File: src/rtl/ntt_stream_ctrl.sv
// ntt_stream_ctrl: streams N coefficients into the NTT core (mod-Q reduced),
// starts it, then drains results through a 2-deep FIFO with backpressure.
// Ports: s_* input stream, m_* output stream, ntt_* core load/start/read,
// err sticky frame/range flag, active = busy with a frame.
module ntt_stream_ctrl #(
  parameter int N          = 256,
  parameter int WIDTH      = 32,
  parameter int Q          = 8380417,
  parameter int ADDR_WIDTH = 8
) (
  input  logic                  clk,
  input  logic                  rst_n,
  input  logic                  s_valid,
  output logic                  s_ready,
  input  logic [WIDTH-1:0]      s_data,
  input  logic                  s_last,
  output logic                  m_valid,
  input  logic                  m_ready,
  output logic [WIDTH-1:0]      m_data,
  output logic                  m_last,
  output logic                  ntt_load_coeff,
  output logic [ADDR_WIDTH-1:0] ntt_load_addr,
  output logic [WIDTH-1:0]      ntt_load_data,
  output logic                  ntt_start,
  input  logic                  ntt_done,
  output logic [ADDR_WIDTH-1:0] ntt_read_addr,
  input  logic [WIDTH-1:0]      ntt_read_data,
  output logic                  err,
  output logic                  active
);

  typedef enum logic [2:0] {
    LOAD, FLUSH, START, WAIT, DRAIN
  } state_e;

  localparam logic [ADDR_WIDTH-1:0] LAST =
    ADDR_WIDTH'(N - 1);
  localparam logic [ADDR_WIDTH:0] RD_END =
    (ADDR_WIDTH + 1)'(N);
  localparam logic [WIDTH:0] Q1 = (WIDTH + 1)'(Q);
  localparam logic [WIDTH:0] Q2 = (WIDTH + 1)'(2 * Q);

  state_e                state_q, state_d;
  logic                  run_q;
  logic [ADDR_WIDTH-1:0] idx_q, idx_d;
  logic                  ld_v_q, ld_v_d;
  logic [ADDR_WIDTH-1:0] ld_a_q, ld_a_d;
  logic [WIDTH-1:0]      ld_d_q, ld_d_d;
  logic                  err_q, err_d;
  logic [ADDR_WIDTH:0]   rd_q, rd_d;
  logic [ADDR_WIDTH-1:0] wr_q, wr_d;
  logic                  inflight_q;
  logic [ADDR_WIDTH-1:0] raddr_q;
  logic [WIDTH-1:0]      fifo_q [2];
  logic                  hd_q, tl_q;
  logic [1:0]            cnt_q;

  logic                  accept, pop, push, issue;
  logic [2:0]            occ;
  logic [WIDTH:0]        s_ext;
  logic                  in_lo, in_mid, in_hi;
  logic [WIDTH-1:0]      red;
  logic                  red_bad, last_bad;

  assign s_ready = run_q && (state_q == LOAD);
  assign accept  = s_valid && s_ready;

  assign m_valid = (cnt_q != 2'd0);
  assign m_data  = fifo_q[hd_q];
  assign m_last  = m_valid && (wr_q == LAST);
  assign pop     = m_valid && m_ready;
  assign push    = inflight_q;

  // Outstanding = buffered + in flight; a beat leaving this cycle
  // frees its slot, keeping the FIFO at most 2 deep.
  assign occ   = {1'b0, cnt_q} + {2'b0, inflight_q};
  assign issue = (state_q == DRAIN) && (rd_q < RD_END) &&
                 (occ < (3'd2 + {2'b0, pop}));

  assign ntt_read_addr  = issue ? rd_q[ADDR_WIDTH-1:0] : raddr_q;
  assign ntt_load_coeff = ld_v_q;
  assign ntt_load_addr  = ld_a_q;
  assign ntt_load_data  = ld_d_q;
  assign ntt_start      = (state_q == START);
  assign err            = err_q;
  assign active         = !((state_q == LOAD) && (idx_q == '0));

  assign s_ext  = {1'b0, s_data};
  assign in_lo  = (s_ext < Q1);
  assign in_hi  = (s_ext >= Q2);
  assign in_mid = !in_lo && !in_hi;

  assign last_bad = s_last ^ (idx_q == LAST);

  always_comb begin
    red     = '0;
    red_bad = 1'b0;
    unique case (1'b1)
      in_lo:   red = s_data;
      in_mid:  red = s_data - Q1[WIDTH-1:0];
      in_hi:   red_bad = 1'b1;
      default: red = '0;
    endcase
  end

  always_comb begin
    state_d = state_q;
    idx_d   = idx_q;
    ld_v_d  = 1'b0;
    ld_a_d  = ld_a_q;
    ld_d_d  = ld_d_q;
    err_d   = err_q;
    rd_d    = rd_q;
    wr_d    = wr_q;
    unique case (state_q)
      LOAD: begin
        if (accept) begin
          ld_v_d = 1'b1;
          ld_a_d = idx_q;
          ld_d_d = red;
          if (red_bad || last_bad) err_d = 1'b1;
          if (idx_q == LAST) begin
            state_d = FLUSH;
            idx_d   = '0;
          end else begin
            idx_d = idx_q + 1'b1;
          end
        end
      end
      FLUSH: state_d = START;
      START: state_d = WAIT;
      WAIT: begin
        if (ntt_done) begin
          state_d = DRAIN;
          rd_d    = '0;
          wr_d    = '0;
        end
      end
      DRAIN: begin
        if (issue) rd_d = rd_q + 1'b1;
        if (pop) begin
          wr_d = wr_q + 1'b1;
          if (wr_q == LAST) begin
            state_d = LOAD;
            idx_d   = '0;
          end
        end
      end
      default: state_d = LOAD;
    endcase
  end

  always_ff @(posedge clk or negedge rst_n) begin
    if (!rst_n) begin
      state_q    <= LOAD;
      run_q      <= 1'b0;
      idx_q      <= '0;
      ld_v_q     <= 1'b0;
      ld_a_q     <= '0;
      ld_d_q     <= '0;
      err_q      <= 1'b0;
      rd_q       <= '0;
      wr_q       <= '0;
      inflight_q <= 1'b0;
      raddr_q    <= '0;
      fifo_q[0]  <= '0;
      fifo_q[1]  <= '0;
      hd_q       <= 1'b0;
      tl_q       <= 1'b0;
      cnt_q      <= '0;
    end else begin
      state_q    <= state_d;
      run_q      <= 1'b1;
      idx_q      <= idx_d;
      ld_v_q     <= ld_v_d;
      ld_a_q     <= ld_a_d;
      ld_d_q     <= ld_d_d;
      err_q      <= err_d;
      rd_q       <= rd_d;
      wr_q       <= wr_d;
      inflight_q <= issue;
      if (issue) raddr_q <= rd_q[ADDR_WIDTH-1:0];
      if (push) begin
        fifo_q[tl_q] <= ntt_read_data;
        tl_q         <= ~tl_q;
      end
      if (pop) hd_q <= ~hd_q;
      cnt_q <= cnt_q + {1'b0, push} - {1'b0, pop};
    end
  end

endmodule

File: config.mk
export PLATFORM = sky130hd
export DESIGN_NAME = ntt_stream_ctrl
export DESIGN_NICKNAME = d
export VERILOG_FILES = /design/src/rtl/ntt_stream_ctrl.sv
export SDC_FILE = /design/constraint.sdc
export NUM_CORES = 1
export LEC_CHECK = 0
export CAP_MARGIN = 5
export CORE_ASPECT_RATIO = 2
export CORE_UTILIZATION = 54
export DETAILED_ROUTE_END_ITERATION = 8
export GPL_TIMING_DRIVEN = 0
export PLACE_DENSITY = 0.86
export REMOVE_ABC_BUFFERS = 1
export SLEW_MARGIN = 20
export SYNTH_ARGS = -nofsm -noshare
export SYNTH_HDL_FRONTEND = slang
export SYNTH_SLANG_ARGS = --single-unit
File: constraint.sdc
create_clock -name clk -period 6.1 [get_ports clk]
set_input_delay 1.22 -clock clk [delete_from_list [all_inputs] [get_ports clk]]
set_output_delay 1.22 -clock clk [all_outputs]
set_load 0.05 [all_outputs]
# After elaboration in Yosys (flattened, before gate mapping)
# Index checks and enable logic that the tools add are counted.
# word_totals
ff_bits	148
inputBits	70
out_inout_bits	87
wordCells	100
# op_classes
add_sub_neg	8
order_cmp	7
n_eq_ne	12
mux	28
bitwise_logic	5
n_reduce_logical	24
# op_table
op	count
$mux 32	4
$bwmux 64	1
$pmux 32 s2	1
$mux 8	7
$demux 32 s1	1
$ge 32x24->1 const B	1
$lt 32x23->1 const B	1
$pmux 8 s2	2
$sub 32x23->32 const B	1
$mux 9	2
$pmux 9 s2	1
$add 8x1->8 const B	2
$eq 8x8->1 const B	2
$mux 3	5
$pmux 3 s5	1
$add 9x1->9 const B	1
$logic_and 1x1->1	9
$lt 9x9->1 const B	1
$reduce_and 3->1	3
$logic_not 8->1	1
$ne 2x2->1 const B	4
$eq 3x2->1 const B	2
$reduce_bool 2->1	3
$reduce_and 5->1	1
other kinds (19)	27

# Logic depth before layout (Yosys ltp)
# logic_depth
word_depth	7
ltp_mapped	9

# Least setup slack after synthesis
# OpenSTA, ideal clock, no wires.
# synth_timing
path_type	input -> output
from	in m_ready
to	out ntt_read_addr[5]
t_arrival_ps	2993
required_time_ps	4880
path_slack_ps	1887
stages	5
cell_sequence	o21ai_1 -> o21ai_0 -> nand2_1 -> clkbuf_1 -> o21ai_0
# synth_between
elab_chain_len	5
# synth_lines
element	line	rtl
start: declaration	18	input logic m_ready,
$logic_and 1x1->1	71	assign pop = m_valid && m_ready;
$add 2x1->3	78	(occ < (3'd2 + {2'b0, pop}));
$lt 3x3->1	78	
$logic_and 1x1->1	77	assign issue = (state_q == DRAIN) && (rd_q < RD_END) &&
$mux 8	n/a	
end: declaration	26	output logic [ADDR_WIDTH-1:0] ntt_read_addr,
# Every way passes these cells.

# Worst setup path in the final report
# layout_timing
from	in m_ready
to	out ntt_read_addr[1]
# Same word-level chain as after synthesis.

==> summary.md <==
| Metric | Value |
|---|---|
| Htree depth | `4` |
| CP Data Arrival Time | `3810 ps` |
| Switching Share | `33.6%` |
| CTS clk-pin slew, worst paths | `60 ps` |
| Final hold viol count | `0` |
| Share of the clock period used by the worst path | `about 80%` |
| First-pass GRT wire length | `about 27,000 um` |
| Post-synthesis register bit count | `148` |
| Syn Inst Count | `627` |
| Cell variety after synth | `41` |
| Crit start category | `input pin` |
| Reg power frac | `38.7%` |
| Ant diodes | `0` |
| Synth-to-layout area growth | `33.6%` |
| Net switching power | `~970 uW` |
| Sequential-to-total area share from yosys stat | `53.7%` |
| Worst path required time | `4880 ps` |
| Hold WC Path Type | `reg2reg` |
| Number of DRC markers in iteration 0 | `between 200 and 300` |
| CTS Hold Buffers Added | `0` |
| Top Ports | `157` |
| Ys Warns | `0` |
| CTS sink cnt | `~150` |
| Min cycle time layout | `approximately 5000 ps` |
| All-Layer GR Usage | `27.0%` |
| Fin worst setup slack | `1070 ps` |
| Hold Slack | `476 ps` |
| Clock root cell | `clkbuf_16` |
| Critical path class | `in2out` |
| # Post-CTS Setup Buffers | `0` |
| Drt first pass iters | `5` |
| Largest net degree at the start of global routing | `a little over 100` |
| Synthesized cell area | `6900 um^2` |
| Final weighted congestion in routability-driven placement | `~0.93` |
| Post-CTS Resized | `0` |
| Max_slew headroom | `between 30 and 40%` |
| # port buffers | `156` |
| Core ar. | `12,500 um^2` |
| Share of cells above drive strength 1 | `18.5%` |
| Die width | `81.9 um` |
| Clock share of power | `between 30% and 40%` |
| Starting density of the core | `55.3%` |
| P_int | `1.91 mW` |
| Most frequent cells in the layout | `155 x clkdlybuf4s50_1, 147 x dfrtp_1, 102 x nand2_1, 97 x mux2_2, 41 x o21ai_0` |
| RSZ-0062 raised after global routing | `no` |
| Area leader, netlist | `dfrtp_1` |
| Final Net Count | `860` |
| Clock buffer depth | `2` |
| Die height | `162 um` |
| Hold Path Stages | `2` |
| Commonest non-fill, non-tap cell in the layout | `clkdlybuf4s50_1` |
| Detail Placement HPWL | `12,100 um` |
| Worst slack after detailed placement | `around 1100 ps` |
| Num CTS Buffers | `17` |
| Clk_lat worst skew | `420 ps` |
| Ranking of synthesized cells by area | `dfrtp_1 54%, mux2_2 16%, nand2_1 5.6%, o21ai_0 3.0%, xnor2_1 2.8%` |
| Vias in the first global route | `between 5k and 6k` |
| Number of antenna violations at the first check in global routing | `0` |
| Fmax | `199 MHz` |
| CTS tree | `yes` |
| Max_cap viols | `0` |
| Status | `complete, no violations` |
| Leak pwr | `4.09 nW` |
| Post-route insts no fill | `943` |
| Total Wirelength | `17,000 um` |
| Average routed wire per standard cell | `approximately 18 um` |
| Via count | `about 5.5k` |
| Slew Viols, Final | `0` |
| Maximum VDD drop | `0.000330 V` |
| Die Footprint | `13,300 um^2` |
| Top cell type's share of synthesized area | `53.7%` |
| DRC violations left | `0` |
| Clock Skew | `11.1 ps` |
| R2R cell count | `6` |
| Setup violators final | `0` |
| Crit path capture type | `primary output` |
| Mean Syn Cell Area | `11.0 um^2` |
| Comb pwr share | `26.4%` |
| Vias per cell | `between 5 and 6` |
| Final Util | `73.9%` |
| Row count | `58` |
| Max FO, Critical Path | `15` |
| Actual slew at the worst max-slew pin | `946 ps` |
| Antenna-violating nets left | `0` |
| PwrDens | `312 nW/um^2` |
| GRT Residual Overflow | `0` |
| Placed insts | `911` |
## power by group through the flow
stage	Sequential [mW]	Combinational [mW]	Clock (mW)
2_1_floorplan	1.15	0.441	0
3_3_place_gp	1.13	0.743	0
3_5_place_dp	1.13	0.757	0
4_1_cts	1.11	0.762	1.02
5_1_grt	1.12	0.807	1.07
6_report	1.11	0.760	1.00
## worst max-delay path, stage by stage
cell and delay (ps):
clkdlybuf4s50_1 460, o21ai_1 180, o21ai_0 200, nand2_1 300, inv_1 420, nand2_1 100
nand2_1 100, clkdlybuf4s50_1 830
## cells in the mapped netlist (all sizes together)
| cell type | n |
|---|---|
| dfrtp | 148 |
| nand2 | 103 |
| mux2 | 97 |
| o21ai | 48 |
| nor2 | 38 |
| xnor2 | 22 |
| nand3 | 18 |
| xor2 | 18 |
| nand4 | 17 |
| clkbuf | 13 |
| nor3 | 13 |
| buf | 12 |
| ha | 10 |
| inv | 10 |
| and2 | 9 |
| and3 | 8 |
| nor4 | 8 |
| a21oi | 5 |
| nor3b | 5 |
| nor4b | 3 |
| or2 | 3 |
| or3 | 3 |
| a31oi | 2 |
| nand2b | 2 |
| nor2b | 2 |
| o2111ai | 2 |
| a211o | 1 |
| a211oi | 1 |
| and4 | 1 |
| conb | 1 |
| nand4b | 1 |
| o21bai | 1 |
| o31ai | 1 |
| or3b | 1 |
## path summary, 6_finish.rpt
kind	start	endpoint	slack, ps
worst min register to register	ntt_load_addr[2]	ntt_load_addr[2]	480
min in group asynchronous	rst_n	fifo_q[33]	700
max in group asynchronous	rst_n	wr_q[3]	4580
worst min-delay path	ntt_load_addr[2]	ntt_load_addr[2]	480
worst max register to register	state_q[1]	ntt_load_data[31]	2710
worst max-delay path	m_ready	ntt_read_addr[1]	1070
## logic make-up after synthesis
kind of cell,Yosys count,share of synthesized area [%]
AO/OA/AOI/OAI,61,4.93
XOR/XNOR,40,5.08
multiplexers,97,15.8
flip-flops,148,53.7
buffers and inverters,35,2.07
other,1,0.0543
AND/OR/NAND/NOR,235,16.6
adder cells (fa/ha/maj),10,1.81
## registers in the layout (all words and copies together), names as in the netlist
name            cells
ntt_load_addr       8
idx_q               8
run_q               1
fifo_q             64
wr_q                8
ntt_load_data      32
raddr_q             8
state_q             3
tl_q                1
rd_q                9
hd_q                1
inflight_q          1
cnt_q               2
ntt_load_coeff      1
err                 1
## layout make-up
type                       instances  area, um^2
inverter                          10        37.5
sequential                       148        3700
multi-input combinational        444        3070
timing repair buffer             159        1650
fill                             830        3260
clock buffer                      17         425
clock inverter                    15         146
tap                              150         188
## stage by stage
step	cell area, um^2	TNS, ps	total power, mW
finish	9220	0	2.88
CTS	9220	0	2.90
global placement	8550	-258040	1.87
floorplan	6800	0	1.59
detailed placement	8650	0	1.89
global route	9220	0	3.00
## metal layers
layer	wire, um	global-route usage, %
met1	5910	26.8
met2	9440	48.8
met3	1200	8.48
met4	441	12.4
met5	0	0
(Power assumes the default switching activity.)
